[src/rtl/alu_pkg.sv]
`default_nettype none
// ============================================================================
//  Module      : alu_pkg
//  Description : Constants shared by the ALU adder/subtractor slice.
//                ALU_MODE_ADD / ALU_MODE_SUB encode the mode input.
//                ALU_WIDTH is the default operand width.
//  Revision    : 1.0 - initial release
// ============================================================================
package alu_pkg;

    localparam logic ALU_MODE_ADD = 1'b0;
    localparam logic ALU_MODE_SUB = 1'b1;
    localparam int   ALU_WIDTH    = 4;

endpackage : alu_pkg
`default_nettype wire

[src/rtl/adder_4bit_if.sv]
`default_nettype none
// ============================================================================
//  Module      : adder_4bit_if
//  Description : Operand/result bundle for the registered adder/subtractor.
//                master : drives a, b, cin, mode, in_valid.
//                         Receives s, cout, overflow, zero, negative,
//                         out_valid.
//                slave  : the adder side, with the directions reversed.
//  Revision    : 1.0 - initial release
// ============================================================================
interface adder_4bit_if #(
    parameter int WIDTH = 4
);
    logic [WIDTH-1:0] a;
    logic [WIDTH-1:0] b;
    logic             cin;
    logic             mode;
    logic             in_valid;
    logic [WIDTH-1:0] s;
    logic             cout;
    logic             overflow;
    logic             zero;
    logic             negative;
    logic             out_valid;

    modport master (
        output a, b, cin, mode, in_valid,
        input  s, cout, overflow, zero, negative, out_valid
    );

    modport slave (
        input  a, b, cin, mode, in_valid,
        output s, cout, overflow, zero, negative, out_valid
    );
endinterface : adder_4bit_if
`default_nettype wire

[src/rtl/adder_4bit_full_adder.sv]
`default_nettype none
// ============================================================================
//  Module      : full_adder
//  Description : One-bit full adder; one stage of the ripple chain.
//                Inputs  : a, b, cin
//                Outputs : s    (sum bit)
//                          cout (carry to the next stage)
//  Revision    : 1.0 - initial release
// ============================================================================
module full_adder (
    input  wire logic a,
    input  wire logic b,
    input  wire logic cin,
    output logic      s,
    output logic      cout
);
    logic w_p;

    assign w_p  = a ^ b;
    assign s    = w_p ^ cin;
    assign cout = (a & b) | (cin & w_p);
endmodule : full_adder
`default_nettype wire

[src/rtl/adder_4bit.sv]
`default_nettype none
// ============================================================================
//  Module      : adder_4bit
//  Description : Registered ripple-carry adder/subtractor (ALU slice).
//                The sum is a + (b ^ {WIDTH{mode}}) + cin. The sum, carry-out
//                and the flags are registered when in_valid is high.
//                out_valid follows in_valid with one cycle of latency.
//                Ports   : clk  - rising-edge clock
//                          rst  - asynchronous, active-high reset
//                          bus  - adder_4bit_if.slave: operands and results
//  Revision    : 1.0 - initial release
// ============================================================================
module adder_4bit
    import alu_pkg::*;
#(
    parameter int WIDTH = ALU_WIDTH
) (
    input  wire logic    clk,
    input  wire logic    rst,
    adder_4bit_if.slave  bus
);
    logic [WIDTH-1:0] w_bx;
    logic [WIDTH-1:0] w_sum;
    logic [WIDTH:0]   w_carry;
    logic             w_overflow;

    logic [WIDTH-1:0] r_s;
    logic             r_cout;
    logic             r_overflow;
    logic             r_zero;
    logic             r_negative;
    logic             r_out_valid;

    // Subtraction is a + ~b + cin. The caller supplies cin=1 for a true
    // two's-complement subtract. The carry-in is never forced here.
    assign w_bx       = (bus.mode == ALU_MODE_SUB) ? ~bus.b : bus.b;
    assign w_carry[0] = bus.cin;

    for (genvar i = 0; i < WIDTH; i++) begin : g_ripple
        full_adder u_fa (
            .a    (bus.a[i]),
            .b    (w_bx[i]),
            .cin  (w_carry[i]),
            .s    (w_sum[i]),
            .cout (w_carry[i+1])
        );
    end

    // Signed overflow: the carry into the MSB differs from the carry out of it.
    assign w_overflow = w_carry[WIDTH] ^ w_carry[WIDTH-1];

    always_ff @(posedge clk or posedge rst) begin
        if (rst) begin
            r_s         <= '0;
            r_cout      <= 1'b0;
            r_overflow  <= 1'b0;
            r_zero      <= 1'b1;    // keeps the reset state consistent with s == 0
            r_negative  <= 1'b0;
            r_out_valid <= 1'b0;
        end else begin
            r_out_valid <= bus.in_valid;
            if (bus.in_valid) begin
                r_s        <= w_sum;
                r_cout     <= w_carry[WIDTH];
                r_overflow <= w_overflow;
                r_zero     <= (w_sum == '0);
                r_negative <= w_sum[WIDTH-1];
            end
        end
    end

    assign bus.s         = r_s;
    assign bus.cout      = r_cout;
    assign bus.overflow  = r_overflow;
    assign bus.zero      = r_zero;
    assign bus.negative  = r_negative;
    assign bus.out_valid = r_out_valid;
endmodule : adder_4bit
`default_nettype wire

[src/flat_wrapper.sv]
// flat-port wrapper written by rule: the top's interface ports become plain ports
module adder_4bit_flat import alu_pkg::*;
#(
    parameter int WIDTH = ALU_WIDTH
)
  (clk, rst, bus_a, bus_b, bus_cin, bus_mode, bus_in_valid, bus_s, bus_cout, bus_overflow, bus_zero, bus_negative, bus_out_valid);
  adder_4bit_if #(.WIDTH(WIDTH)) bus_i ();
  input  wire logic clk;
  input  wire logic rst;
  input wire logic [$bits(bus_i.a)-1:0] bus_a;
  input wire logic [$bits(bus_i.b)-1:0] bus_b;
  input wire logic [$bits(bus_i.cin)-1:0] bus_cin;
  input wire logic [$bits(bus_i.mode)-1:0] bus_mode;
  input wire logic [$bits(bus_i.in_valid)-1:0] bus_in_valid;
  output wire logic [$bits(bus_i.s)-1:0] bus_s;
  output wire logic [$bits(bus_i.cout)-1:0] bus_cout;
  output wire logic [$bits(bus_i.overflow)-1:0] bus_overflow;
  output wire logic [$bits(bus_i.zero)-1:0] bus_zero;
  output wire logic [$bits(bus_i.negative)-1:0] bus_negative;
  output wire logic [$bits(bus_i.out_valid)-1:0] bus_out_valid;
  assign bus_i.a = bus_a;
  assign bus_i.b = bus_b;
  assign bus_i.cin = bus_cin;
  assign bus_i.mode = bus_mode;
  assign bus_i.in_valid = bus_in_valid;
  assign bus_s = bus_i.s;
  assign bus_cout = bus_i.cout;
  assign bus_overflow = bus_i.overflow;
  assign bus_zero = bus_i.zero;
  assign bus_negative = bus_i.negative;
  assign bus_out_valid = bus_i.out_valid;
  adder_4bit #(.WIDTH(WIDTH)) u_core (.clk(clk), .rst(rst), .bus(bus_i));
endmodule
[config.mk]
export PLATFORM = sky130hd
export DESIGN_NAME = adder_4bit_flat
export DESIGN_NICKNAME = d
export VERILOG_FILES = /design/src/rtl/alu_pkg.sv /design/src/rtl/adder_4bit_if.sv /design/src/rtl/adder_4bit_full_adder.sv /design/src/rtl/adder_4bit.sv /design/src/flat_wrapper.sv
export SDC_FILE = /design/constraint.sdc
export NUM_CORES = 1
export LEC_CHECK = 0
export ABC_AREA = 1
export CAP_MARGIN = 20
export CORE_AREA = 4 4 41 43
export DETAILED_ROUTE_END_ITERATION = 7
export DIE_AREA = 0 0 45 47
export HOLD_SLACK_MARGIN = 0.03
export PLACE_DENSITY_LB_ADDON = 0.1
export SLEW_MARGIN = 20
export SYNTH_ARGS = -nofsm -noshare
export SYNTH_HDL_FRONTEND = slang
export SYNTH_SLANG_ARGS = --single-unit
[constraint.sdc]
create_clock -name clk -period 1.05 [get_ports clk]
set_input_delay 0.2625 -clock clk [delete_from_list [all_inputs] [get_ports clk]]
set_output_delay 0.2625 -clock clk [all_outputs]
set_load 0.02 [all_outputs]
==> results_dict.tcl, run 1 <==
set metrics [dict create \
    syn-num-nets 64 \
    fill_cells 117 \
    slowest_stage "fa_1" \
    die_x_um 45 \
    cp-startpoint "bus_b[0]" \
    regArea_um2 201 \
    design.core.area_mm2 0.00130 \
    drive_gt1_share_pct 54.7 \
    via_count 420 \
    drcViolationCount 0 \
    syn_area_um2 467 \
    period_share_pct 200 \
    timing.clock.skew_ns 0 \
    routed_wl_um 908 \
    antenna_found_initial 0 \
    insertion_delay_ns 0.25 \
    cpMostUsedCell "fa_2" \
    status "complete, but fails checks" \
    clock.fmax_ghz 0.476 \
    grt_max_degree 9 \
    routabilityCongestion 0.672 \
    path_cells "buf_8, xnor2_4, fa_2, fa_2, fa_2, inv_2, fa_1, nor2_2, nand3_1, nand2_1" \
    powerDensity_mw_per_mm2 1450 \
    grt_pass1_wl_mm 1.52 \
    ir_worst_vdd_v 0.000656 \
    viasPerCell 4.16 \
    path_clk_slew_ns 0.06 \
    r2r_start "u_core.bus.s[2]$_DFFE_PP0P_" \
    grt_overflow 0 \
    dr.pass1.iters 3 \
    area_delta_synth_final_pct 89.8 \
    final_max_slew_viol_count 0 \
    yosysWarnings 0 \
    setup_viol 9 \
    cp_num_buf_inv 2 \
    cp_data_arrival_time_ns 2.29 \
    cp-end-kind "flip-flop" \
    slew_headroom_pct 80.4 \
    hold_ws_ns 0.238 \
    io_buffers 21 \
    diodes 0 \
    die_area_mm2 0.00212 \
    cts_tree "built" \
    drt_iter0_drc 5 \
    route.detailed.wl_per_inst_um 8.99 \
    start_util_pct 35.9 \
    crit_type "in2reg" \
    hpwlAfterDp_um 763 \
    cp_top_family "adder cells" \
    drtAntennaViolNets 0 \
    fin_util_pct 68.1 \
    final-hold-violation-count 0 \
    max_stage_delay_ns 0.42 \
    cts.sink_count 8 \
    multiInputGateArea_um2 249 \
    h-tree-depth 1 \
    grt_pass1_vias 418 \
    seq_area_frac_synth_pct 43.2 \
    synth-seq-cells 8 \
    nets 104 \
    worst_pin_slew_ns 0.294 \
    avgSynthCellArea_um2 9.93 \
    maxCapViolations 0 \
    syn_inst 47 \
    clock_path_buffers 2 \
    hp-class "in2async" \
    cts-root-buf "clkbuf_4" \
    numCtsBuffers 3 \
    crit_fanout 2 \
    core.rowCount 13 \
    ios 22 \
    rsz0062_at_grt "yes" \
    hold_buffers 0 \
    worstPathRequired_ns 1.24 \
    grt_usage_pct 10.8 \
    dp_slack_ns -1.82 \
    min_period_ns 2.10 \
    startpoint_type "input pin" \
    leakagePower_nw 0.452 \
    power_mw 1.28 \
    violations "setup timing" \
    dieHeight_um 47 \
    synthDistinctLibCells 13 \
    setup_ws_ns -1.05 \
]
metrics by stage:
| stage | instances | setup TNS, ns | area, µm² |
|---|---|---|---|
| final | 101 | -4.65 | 886 |
| after global routing | 101 | -5.19 | 886 |
| after CTS | 96 | -5.39 | 826 |
| after detailed placement | 89 | -11.21 | 776 |
| after floorplan | 47 | -4.95 | 493 |
| after global placement | 89 | -10.99 | 776 |
sequential cells by signal (all words and copies together) (netlist names):
register,cells
u_core.bus.s,3
u_core.bus.cout,1
u_core.bus.zero,1
u_core.bus.overflow,1
u_core.bus.out_valid,1
u_core.bus.negative,1
cell type report:
class | instances | area share [%]
flip-flops and latches | 8 | 22.7
clock buffers | 4 | 2.97
inverters | 9 | 3.81
multi-input cells | 28 | 28.1
repair buffers | 37 | 40.3
well taps | 15 | 2.12
placed cells by master, fill, tap and decap left out:
cell type	Yosys	layout
clkbuf_2	0	1
clkbuf_4	0	3
xor2_1	1	1
o21ai_2	4	4
inv_2	1	4
nor2_1	3	2
dfrtp_1	7	7
nand3_1	2	2
xnor2_1	3	1
buf_6	1	11
buf_8	0	1
buf_4	1	14
xnor2_2	0	1
inv_1	8	5
nor2_2	0	1
clkdlybuf4s50_1	0	7
clkbuf_1	0	1
buf_12	0	1
nand2_1	11	11
dlymetal6s2s_1	0	1
xnor2_4	0	1
fa_1	4	1
dfstp_2	1	1
buf_2	0	1
fa_2	0	3
worst paths after layout:
kind	to	slack [ns]	cells after the start
worst min register to register	u_core.bus.zero$_DFFE_PP1P_	0.48	2
worst min-delay path	u_core.bus.overflow$_DFFE_PP0P_	0.24	2
worst max-delay path	u_core.bus.zero$_DFFE_PP1P_	-1.05	10
worst max register to register	u_core.bus.s[2]$_DFFE_PP0P_	0.20	4
min in group clk	u_core.bus.zero$_DFFE_PP1P_	0.48	2
max in group asynchronous	u_core.bus.zero$_DFFE_PP1P_	0.52	2
routing by layer:
metal / track usage [%] / routed length [µm] / vias to the layer above
met3: 2.68 / 95 / 5
met2: 19.2 / 446 / 19
met1: 9.09 / 325 / 182
met4: 12.3 / 40 / 0
li1: - / - / 214
met5: 0 / 0 / -
synthesized netlist by cell type:
cell     instances  area share [%]
buf_4            1             1.6
buf_6            1             2.4
dfrtp_1          7              38
dfstp_2          1             5.6
fa_1             4              17
inv_1            8             6.4
inv_2            1            0.80
nand2_1         11             8.8
nand3_1          2             2.1
nor2_1           3             2.4
o21ai_2          4             7.5
xnor2_1          3             5.6
xor2_1           1             1.9
power breakdown:
group | internal (mW) | switching, mW | total [mW]
Clock | 0.145 | 0.105 | 0.251
Sequential | 0.367 | 0.0426 | 0.410
Combinational | 0.368 | 0.252 | 0.620
kinds of logic (layout without fill, tap and decap cells):
family	count (synthesis)	in the layout	synth area share, %
simple gates	16	16	13.4
buf+inv	11	50	11.3
flops	8	8	43.2
fa+ha+maj	4	4	17.2
compound gates	4	4	7.51
xor+xnor	4	4	7.51
repair_timing:
item                                    CTS  global route
pin swaps                                 9             8
hold endpoints to repair                  0             0
buffers inserted                          3             5
endpoints found under the setup margin   16            15
cloned                                    0             0
resized for setup                        69            10
No activity file was read; power rests on OpenSTA's default activity.
==> run 2: changes to the inputs <==
- SYNTH_HIERARCHICAL: not set -> 1
==> results_dict.tcl, run 2 <==
set metrics [dict create \
    core.rowCount 13 \
    maxCapViolations 0 \
    area_delta_synth_final_pct 87.3 \
    slowest_stage "fa_2" \
    synth_top_area_share_pct 40.5 \
    synth-seq-cells 8 \
    io_buffers 21 \
    grt_pass1_wl_mm 1.43 \
    cp_top_family "adder cells" \
    grt_overflow 0 \
    dp.cells 87 \
    cp-end-kind "flip-flop" \
    antenna_found_initial 0 \
    die_area_mm2 0.00212 \
    worstPathRequired_ns 1.24 \
    finalNonFillerCells 97 \
    dp_slack_ns -1.78 \
    grt_pass1_vias 382 \
    powerDensity_mw_per_mm2 1520 \
    hold_ws_ns 0.252 \
    synth_top_flop_cell "dfrtp_1" \
    setup_tns_ns -5.20 \
    routed_wl_um 869 \
    die_x_um 45 \
    yosysMostFrequentCell "nand2_1" \
    rsz0062_at_grt "yes" \
    clock.fmax_ghz 0.462 \
    cts_tree "built" \
    viasPerCell 4.02 \
    design.core.area_mm2 0.00130 \
    route.detailed.wl_per_inst_um 8.96 \
    final-hold-violation-count 0 \
    yosysWarnings 6 \
    hold_buffers 0 \
    leakagePower_nw 0.411 \
    crit_fanout 2 \
    synthDistinctLibCells 11 \
    largest_reg_flops 4 \
    cts-root-buf "clkbuf_4" \
    cp_data_arrival_time_ns 2.35 \
    dieHeight_um 47 \
    setup_viol 9 \
    diodes 0 \
    slew_headroom_pct 80.3 \
    drive_gt1_share_pct 43.9 \
    syn_area_um2 433 \
    cts.sink_count 8 \
    worst_pin_slew_ns 0.296 \
    syn_inst 45 \
    yosys.area.top_type "dfrtp_1" \
    startpoint_type "input pin" \
    dr.pass1.iters 2 \
    syn-num-nets 62 \
    hpwlAfterDp_um 727 \
    path_clk_slew_ns 0.06 \
    max_stage_delay_ns 0.59 \
    synthTopCellsByCount "nand2_1 (19), dfrtp_1 (7), fa_1 (4), xor2_1 (4), inv_1 (3)" \
    period_share_pct 206 \
    clock_path_buffers 2 \
    drtAntennaViolNets 0 \
    cp_num_buf_inv 1 \
    violations "setup timing" \
    hp-class "in2async" \
    ios 22 \
    insertion_delay_ns 0.25 \
    synth_edf_count 0 \
    power_mw 1.23 \
    crit_type "in2reg" \
    h-tree-depth 1 \
    drcViolationCount 0 \
    async_flop_share_pct 100 \
    mostFrequentLayoutCell "nand2_1" \
    nets 100 \
    timing.clock.skew_ns 0 \
    status "complete, but fails checks" \
    final_max_slew_viol_count 0 \
    cpMostUsedCell "fa_2" \
    netlist_top_cells_area "dfrtp_1 (40%), fa_1 (18%), nand2_1 (16%)" \
    drt_iter0_drc 1 \
    avgSynthCellArea_um2 9.62 \
    routabilityCongestion 0.634 \
    ir_worst_vdd_v 0.000542 \
    grt_max_degree 9 \
    via_count 390 \
    grt_usage_pct 9.52 \
    path_cells "buf_6, xor2_2, fa_2, fa_2, fa_2, fa_2, nor2_1, nand3_1, nand2_1" \
    min_period_ns 2.17 \
    setup_ws_ns -1.12 \
    start_util_pct 33.3 \
    numCtsBuffers 3 \
    final_cell_mix "nand2_1 (19), buf_4 (13), buf_6 (11), clkdlybuf4s50_1 (7), dfrtp_1 (7)" \
    fill_cells 131 \
    seq_area_frac_synth_pct 46.5 \
]
[run 2: kinds of logic after synthesis]
| family | share of synthesized area [%] |
|---|---|
| flops | 46.5 |
| fa+ha+maj | 18.5 |
| buf+inv | 5.20 |
| simple gates | 20.5 |
| xor+xnor | 8.09 |
| compound gates | 1.15 |
[run 2: power by group]
part	switching (mW)	internal [mW]	leakage [nW]	total (mW)
clock network	0.105	0.145	0.0150	0.250
registers	0.0405	0.367	0.0949	0.408
logic	0.239	0.331	0.301	0.571
[run 2: routing by layer]
metal / part of all wire [%] / up-vias / track usage, %
met1: 38 / 170 / 10.6
met3: 8.1 / 0 / 1.15
met4: 0 / 0 / 8.77
li1: - / 205 / -
met2: 54 / 15 / 15.8
met5: 0 / - / 0
[run 2: final cells by class]
cell class / instances / area [µm²] / share of cell area, %
Multi-Input combinational cell: 32 / 230 / 28.4
Tap cell: 15 / 18.8 / 2.31
Sequential cell: 8 / 201 / 24.8
Inverter: 4 / 15.0 / 1.85
Timing Repair Buffer: 34 / 319 / 39.4
Clock buffer: 4 / 26.3 / 3.24
[run 2: final timing paths]
kind                       cells after the start  slack (ns)                          end                        start
max                                            9       -1.12  u_core/bus.zero$_DFFE_PP1P_                     bus_b[0]
min                                            2        0.25  u_core/bus.s[2]$_DFFE_PP0P_                          rst
max reg2reg                                    4        0.19  u_core/bus.s[3]$_DFFE_PP0P_  u_core/bus.s[3]$_DFFE_PP0P_
min reg2reg                                    2        0.47  u_core/bus.zero$_DFFE_PP1P_  u_core/bus.zero$_DFFE_PP1P_
max in group asynchronous                      2        0.52  u_core/bus.zero$_DFFE_PP1P_                          rst
min in group clk                               2        0.47  u_core/bus.zero$_DFFE_PP1P_  u_core/bus.zero$_DFFE_PP1P_
[run 2: through the flow]
stage	area [µm²]	util, %
3_5_place_dp	714	54.9
4_1_cts	776	59.6
6_report	811	62.3
3_3_place_gp	714	54.9
2_1_floorplan	440	-
5_1_grt	811	62.3
[run 2: what timing repair did]
item | in CTS | in global routing
pin swaps | 16 | 4
buffers inserted | 4 | 2
gates resized for setup | 66 | 6
hold endpoints to repair | 0 | 0
setup endpoints to repair | 16 | 15
==> run 3: changes to the inputs <==
- DONT_BUFFER_PORTS: not set -> 1
==> results_dict.tcl, run 3 (synthesis gave the netlist of run 2 again) <==
set metrics [dict create \
    via_count 308 \
    area_delta_synth_final_pct 25.4 \
    setup_ws_ns -1.03 \
    cellInternalPower_mw 0.619 \
    cp-end-kind "flip-flop" \
    cp_data_arrival_time_ns 2.25 \
    cp-startpoint "bus_mode" \
    worst_pin_slew_ns 0.295 \
    routabilityCongestion 0.655 \
    drcViolationCount 0 \
    numCtsBuffers 3 \
    max_stage_delay_ns 0.59 \
    dpl_cell_area_um2 459 \
    violations "setup timing" \
    min_period_ns 2.08 \
    leakagePower_nw 0.258 \
    fin_area_um2 543 \
    rsz0062_at_grt "yes" \
    powerDensity_mw_per_mm2 1730 \
    path_cells "xor2_4, fa_2, fa_2, fa_2, fa_2, nor2_1, nand3_1, nand2_1" \
    power_switching_mw 0.318 \
    worstPathRequired_ns 1.23 \
    worst_hold_startpoint "bus_in_valid" \
    drive_gt1_share_pct 28.8 \
    path_clk_slew_ns 0.05 \
    multiInputGateArea_um2 241 \
    die_x_um 45 \
    diodes 0 \
    start_util_pct 33.3 \
    cts_tree "built" \
    whs_endpoint "u_core/bus.zero$_DFFE_PP1P_" \
    slew_headroom_pct 80.3 \
    crit_fanout 4 \
    final-hold-violation-count 0 \
    dieHeight_um 47 \
    fill_cells 143 \
    r2r_start "u_core/bus.zero$_DFFE_PP1P_" \
    clockPowerShare_pct 25.6 \
    grt_pass1_vias 320 \
    startpoint_type "input pin" \
    cpMostUsedCell "fa_2" \
    insertion_delay_ns 0.25 \
    setup_viol 7 \
    dr.pass1.iters 4 \
    drt_iter0_drc 7 \
    setup_tns_ns -4.60 \
    route.detailed.wl_per_inst_um 11.8 \
    grt_max_degree 9 \
    clock.fmax_ghz 0.481 \
    viasPerCell 4.60 \
    ff2ff_path_depth 2 \
    die_area_mm2 0.00212 \
    nets 70 \
    combPwrFrac_pct 21.9 \
    mostFrequentLayoutCell "nand2_1" \
    hp-class "in2reg" \
    crit_type "in2reg" \
    cts.sink_count 8 \
    ir_worst_vdd_v 0.000476 \
    drtAntennaViolNets 0 \
    largest_reg_flops 4 \
    regArea_um2 203 \
    grt_pass1_wl_mm 1.31 \
    grt_overflow 0 \
    h-tree-depth 1 \
    grt_usage_pct 8.90 \
    final_max_slew_viol_count 0 \
    routed_wl_um 791 \
    timing.clock.skew_ns 0 \
    core.rowCount 13 \
    period_share_pct 198 \
    switching_share_pct 33.9 \
    final_cell_mix "nand2_1 (19), dfrtp_1 (6), fa_2 (4), clkbuf_4 (3), xor2_1 (3)" \
    clock_path_buffers 2 \
    design.core.area_mm2 0.00130 \
    min_path_cells 2 \
    timing.reg2reg.setup_slack_ns 0.27 \
    cts-root-buf "clkbuf_4" \
    status "complete, but fails checks" \
    seqPwrFrac_pct 52.5 \
    hpwlAfterDp_um 670 \
    slowest_stage "fa_2" \
    reg2reg_to "u_core/bus.zero$_DFFE_PP1P_" \
    antenna_found_initial 0 \
    io_buffers 0 \
    hold_ws_ns 0.129 \
    ios 22 \
    maxCapViolations 0 \
]
==> run 3: cell count changes in the layout (fill, tap and decap cells not counted) <==
cell / change
xor2_4: +1
dlygate4sd3_1: +2
dlygate4sd2_1: -2
dfrtp_1: -1
clkdlybuf4s15_1: -1
dfrtp_2: +1
clkdlybuf4s50_1: -7
xor2_2: -1
buf_6: -10
buf_4: -12
==> run 3: stage by stage <==
stage	utilization (%)	cells	worst slack, ns	power, mW
finish	41.7	67	-1.03	0.937
global route	41.7	67	-1.09	1.02
CTS	39.8	65	-1.02	0.936
detailed placement	35.3	60	-1.31	0.675
global placement	35.3	60	-1.28	0.666
floorplan	-	45	-1.24	0.638
==> run 3: layout make-up <==
cell class	instances	area share [%]
Tap cell	15	3.46
Inverter	4	2.76
Sequential cell	8	37.3
Multi-Input combinational cell	32	44.5
Timing Repair Buffer	4	7.14
Clock buffer	4	4.84
==> run 3: what timing repair did <==
action / CTS / global route
gates cloned: 0 / 0
resized for setup: 5 / 2
pin swaps: 14 / 4
setup buffers: 0 / 1
endpoints found under the setup margin: 9 / 7
hold buffers: 1 / 1
hold endpoints to repair: 7 / 1
==> run 3: power by group through the flow <==
stage               sequential, mW  clock (mW)  combinational (mW)
floorplan                    0.470           0               0.168
global placement             0.494           0               0.172
CTS                          0.494       0.252               0.190
global route                 0.502       0.276               0.246
finish                       0.492       0.240               0.205
detailed placement           0.496           0               0.179
==> run 3: per-layer routing <==
metal  global-route usage (%)  vias up  wire (µm)  share of wire, %
li1                         -      149          -                 -
met1                     9.98      143        305                39
met3                     2.68        0         84                11
met2                     13.3       16        401                51
met5                        0        -          0                 0
met4                     8.77        0          0                 0
==> run 3: worst max path at each step <==
stage                                            to  depth (start not counted)
floorplan               u_core/bus.zero$_DFFE_PP1P_                          8
global placement    u_core/bus.overflow$_DFFE_PP0P_                          9
detailed placement      u_core/bus.zero$_DFFE_PP1P_                          8
CTS                     u_core/bus.zero$_DFFE_PP1P_                          8
global route            u_core/bus.zero$_DFFE_PP1P_                          8
finish                  u_core/bus.zero$_DFFE_PP1P_                          8
==> run 3: critical path: cells and delay by family <==
kind,cells,cell delay [ns]
xor+xnor,1,0.16
fa+ha+maj,4,1.66
simple gates,3,0.17
